==> src/rtl/pe_pkg.sv <==
// Shared types and defaults for the MAC processing-element sequencer.
package pe_pkg;

  localparam int PE_LEN_W = 8;

  typedef enum logic [1:0] {IDLE, RUN, DRAIN, DONE} pe_state_t;

endpackage

==> src/rtl/pe_mac_ctrl_regn.sv <==
// Generic N-bit load-enable register with synchronous reset (regN).
module regN #(
  parameter int WIDTH = 8
) (
  input  logic             clk,
  input  logic             rst,
  input  logic             en,
  input  logic [WIDTH-1:0] d,
  output logic [WIDTH-1:0] q
);

  always_ff @(posedge clk) begin
    if (rst) begin
      q <= '0;
    end else if (en) begin
      q <= d;
    end
  end

endmodule

==> src/rtl/pe_mac_ctrl.sv <==
// Sequencer for one MAC PE: weight load, len activation handshakes,
// accumulate enables delayed one cycle for the multiplier, result handshake.
module pe_mac_ctrl
  import pe_pkg::*;
#(
  parameter int LEN_W = PE_LEN_W
) (
  input  logic             clk,
  input  logic             rst,
  input  logic             start,
  input  logic [LEN_W-1:0] len,
  input  logic             a_valid,
  output logic             a_ready,
  input  logic             out_ready,
  output logic             out_valid,
  output logic             w_en,
  output logic             x_en,
  output logic             acc_clr,
  output logic             acc_en,
  output logic             busy,
  output logic [LEN_W-1:0] cnt,
  output pe_state_t        dbg_state
);

  // Handshakes: an activation transfers when a_valid && a_ready in the same
  // cycle; a result transfers when out_valid && out_ready in the same cycle.
  // Neither side may make its valid depend on the other side's ready.

  pe_state_t        state, next_state;
  logic [LEN_W-1:0] len_q;
  logic [LEN_W-1:0] cnt_q;
  logic [LEN_W-1:0] cnt_inc;
  logic             pend_q;
  logic             hs;
  logic             load;

  assign cnt_inc = cnt_q + LEN_W'(1);
  assign hs      = a_valid & a_ready;

  // len_q is only consulted in RUN, so its sync-reset skew is harmless.
  regN #(.WIDTH(LEN_W)) u_len_reg (
    .clk (clk),
    .rst (rst),
    .en  (load),
    .d   (len),
    .q   (len_q)
  );

  always_ff @(posedge clk or posedge rst) begin
    if (rst) begin
      state  <= IDLE;
      cnt_q  <= '0;
      pend_q <= 1'b0;
    end else begin
      state  <= next_state;
      pend_q <= hs;
      if (load) begin
        cnt_q <= '0;
      end else if (hs) begin
        cnt_q <= cnt_inc;
      end
    end
  end

  always_comb begin
    next_state = state;
    a_ready    = 1'b0;
    w_en       = 1'b0;
    acc_clr    = 1'b0;
    load       = 1'b0;
    unique case (state)
      IDLE: begin
        // Gated by rst so the combinational enables read 0 during reset.
        if (start && !rst) begin
          w_en       = 1'b1;
          acc_clr    = 1'b1;
          load       = 1'b1;
          next_state = (len != '0) ? RUN : DONE;
        end
      end
      RUN: begin
        a_ready = 1'b1;
        if (a_valid && (cnt_inc == len_q)) begin
          next_state = DRAIN;
        end
      end
      DRAIN: begin
        next_state = DONE;
      end
      DONE: begin
        if (out_ready) begin
          next_state = IDLE;
        end
      end
      default: begin
        next_state = IDLE;
      end
    endcase
  end

  assign x_en      = hs;
  assign acc_en    = pend_q;
  assign out_valid = (state == DONE);
  assign busy      = (state != IDLE);
  assign cnt       = cnt_q;
  assign dbg_state = state;

endmodule

==> config.mk <==
export PLATFORM = sky130hd
export DESIGN_NAME = pe_mac_ctrl
export DESIGN_NICKNAME = d
export VERILOG_FILES = /design/src/rtl/pe_pkg.sv /design/src/rtl/pe_mac_ctrl_regn.sv /design/src/rtl/pe_mac_ctrl.sv
export SDC_FILE = /design/constraint.sdc
export NUM_CORES = 1
export LEC_CHECK = 0
export CORE_ASPECT_RATIO = 0.75
export CORE_UTILIZATION = 47
export DETAILED_ROUTE_END_ITERATION = 7
export PLACE_DENSITY = 0.84
export SYNTH_ARGS = -nofsm -noshare
export SYNTH_HDL_FRONTEND = slang
export SYNTH_HIERARCHICAL = 1
export SYNTH_SLANG_ARGS = --single-unit
export TNS_END_PERCENT = 100
==> constraint.sdc <==
create_clock -name clk -period 2.1 [get_ports clk]
set_input_delay 0.21 -clock clk [delete_from_list [all_inputs] [get_ports clk]]
set_output_delay 0.21 -clock clk [all_outputs]
set_load 0.02 [all_outputs]
==> out/metrics.cfg <==
[run_status]
status=finished, final reports clean

[clock_tree]
htree_levels=1
cts_sinks=19
clockRootBuffer=clkbuf_4
clk_pin_slew_ns=0.11
clock_path_buffers=2
post_cts_buffers=0
cts_buffers=3
clock_latency_ns=0.30
cts_tree=yes

[setup_path]
cpMostUsedCell=inv_1
critPathTopFamily=buffers and inverters
arrival_ns=1.78
crit_path_start_kind=flop
path_cells=inv_1 > ha_1 > inv_1 > clkdlybuf4s50_1
reg2reg_slack_ns=0.16
crit_fanout=4
crit_buf_inv=3
critical_path.slowest_cell=clkdlybuf4s50_1
r2r-start=cnt[0]
rr_worst_depth=6
worst_r2r_endpoint=dbg_state[0]
path_class=reg -> out
slowest_delay_ns=0.61
cp_data_required_time_ns=1.89
endpoint_kind=output pin

[floorplan]
die_h_microns=44.3
die_w_microns=58.4
boundaryPins=30
design.core.area_sq_um=2120
dieArea_sq_um=2590
rows=14
initial_core_util_pct=53.0

[synth]
yosys_warnings=6
synth_area_sq_um=1120
syn_area_per_cell_sq_um=9.20
synthTopCellsByArea=dfrtp_1 (25%), dfxtp_1 (14%), mux2i_1 (8.9%), xor2_1 (6.2%), ha_1 (5.6%)
synth_cells=122
yosysUniqueCellTypes=37
yosys.area.top_type=dfrtp_1
ys_seq_area_share_pct=38.8
yosys.area.top_type_share_pct=24.5
ys_ff_latch=19
syn_nets=140

[sta]
period_share_pct=94.6
fin_skew_ns=0.00763
grt_setup_unrepaired=no
hold_viol=0
clock.fmax_mhz=503
worst_slew_pin_slew_ns=0.436
max_slew_margin_pct=70.5
finalSetupViolCount=0
post-route-min-period_ns=1.99
finalSetupTns_ns=0
final_max_slew_viol_count=0
worst_slack_ns=0.113

[route]
ant_nets=0
drt-initial-drc-count=43
via_per_inst=5.42
wire_per_inst_microns=14.7
routed_wl_microns=2670
drc_errors=0
drtPass1Iterations=4
vias=987

[global_routing]
grt_antenna_before_repair=0
grtUsageMet1_pct=32.0
grt_pass1_wl_microns=4530
grt_pass1_vias=970
grt_overflow=0
grt_max_degree=17
gr-max-usage-layer=met2
grtUsageMet3_pct=5.85
grt_usage_pct=23.9
grtUsageMet2_pct=38.9

[placement]
dpl_cell_area_sq_um=1430
globalplace.congestion=0.800
numPortBuffers=29
hpwl_microns=2080
pre_cts_slack_ns=0.0941

[cells_and_area]
post_route_cells_drive_above_1_share_pct=6.67
nFillCells=177
layout_commonest_cell=clkdlybuf4s50_1
post-route-util_pct=68.6
area_growth_pct=29.5
design_area_sq_um=1450
layout_common_cells=clkdlybuf4s50_1 (26), nor2_1 (15), mux2i_1 (10), dfrtp_1 (10)
layout.nets=169
diodes=0

[run]
max_cap_viol_count=0

[pwr]
p_per_area_nw_per_um2=997
leakagePower_nw=0.599
p_total_w=0.00145
ir_drop_v=0.000526

[min_path]
hold_class=in -> async

## tightest hold or removal path, stage by stage
cell and delay, ns:
clkdlybuf4s50_1 0.43, buf_4 0.18, inv_1 0.33
## flip-flops by register name (all words and copies together) (netlist names)
register	flops
cnt	8
acc_en	1
dbg_state	2
u_len_reg/q	8
## cells by family (layout without fill, tap and decap cells)
group | count (synthesis) | after routing | synth area share, %
multiplexers | 10 | 10 | 8.92
AO/OA/AOI/OAI | 18 | 18 | 10.6
flip-flops | 19 | 19 | 38.8
adder cells (fa/ha/maj) | 5 | 5 | 5.57
AND/OR/NAND/NOR | 43 | 43 | 19.6
buffers and inverters | 13 | 41 | 5.57
XOR/XNOR | 14 | 14 | 10.9
## cell usage after synthesis
library cell	n
nor2_1	15
dfrtp_1	11
mux2i_1	10
dfxtp_1	8
nand2_1	8
xor2_1	8
inv_1	6
xnor2_1	6
a21oi_1	5
ha_1	5
o21ai_0	5
nor3_1	3
or3_1	3
buf_2	2
clkbuf_1	2
nand3_1	2
nor2b_1	2
nor4_1	2
a211oi_1	1
a221oi_1	1
a311o_1	1
a31oi_1	1
a41oi_2	1
and2_1	1
and2b_1	1
and3_1	1
buf_1	1
buf_4	1
buf_6	1
nand3_2	1
nand4_1	1
nor4_2	1
nor4bb_1	1
o21ai_1	1
o22ai_1	1
o41ai_1	1
or2_1	1
## per-stage QoR
stage | cells | hold WS (ns)
6_report | 182 | 0.417
5_1_grt | 182 | 0.468
4_1_cts | 182 | 0.435
3_5_place_dp | 178 | 0.519
3_3_place_gp | 178 | 0.506
2_1_floorplan | 122 | 0.0624
## how the worst max path moves through the flow
stage,startpoint,to,slack (ns),depth (start not counted)
after floorplan,dbg_state[1],cnt[5],0.20,6
after detailed placement,cnt[0],dbg_state[1],0.09,6
after global routing,dbg_state[0],busy,0.03,4
after CTS,cnt[0],dbg_state[1],0.07,6
final,dbg_state[0],busy,0.11,4
after global placement,cnt[0],dbg_state[1],0.15,6
## what timing repair did
item | 4_1_cts | 5_1_grt
cloned | 0 | 0
hold buffers | 0 | 0
gates resized for setup | 3 | 2
endpoints found under the setup margin | 3 | 2
## routing by layer
| layer | share of wire, % | up-vias |
|---|---|---|
| met5 | 0 | - |
| met4 | 0.11 | 0 |
| met3 | 4.8 | 2 |
| met2 | 47 | 37 |
| met1 | 48 | 472 |
| li1 | - | 476 |
## cell type report
cell class | count | area (sq um) | share of cell area, %
clock buffers | 4 | 26.3 | 1.81
flip-flops and latches | 19 | 437 | 30.0
multi-input cells | 90 | 627 | 43.1
inverters | 6 | 22.5 | 1.55
repair buffers | 31 | 302 | 20.7
well taps | 32 | 40.0 | 2.75
## report_power, final
part | total, W | internal, W | leakage [nW] | switching, W
sequential | 0.000516 | 0.000431 | 0.210 | 0.0000853
clock | 0.000188 | 0.0000740 | 0.0150 | 0.000114
combinational | 0.000745 | 0.000352 | 0.374 | 0.000393
(Power assumes the default switching activity.)
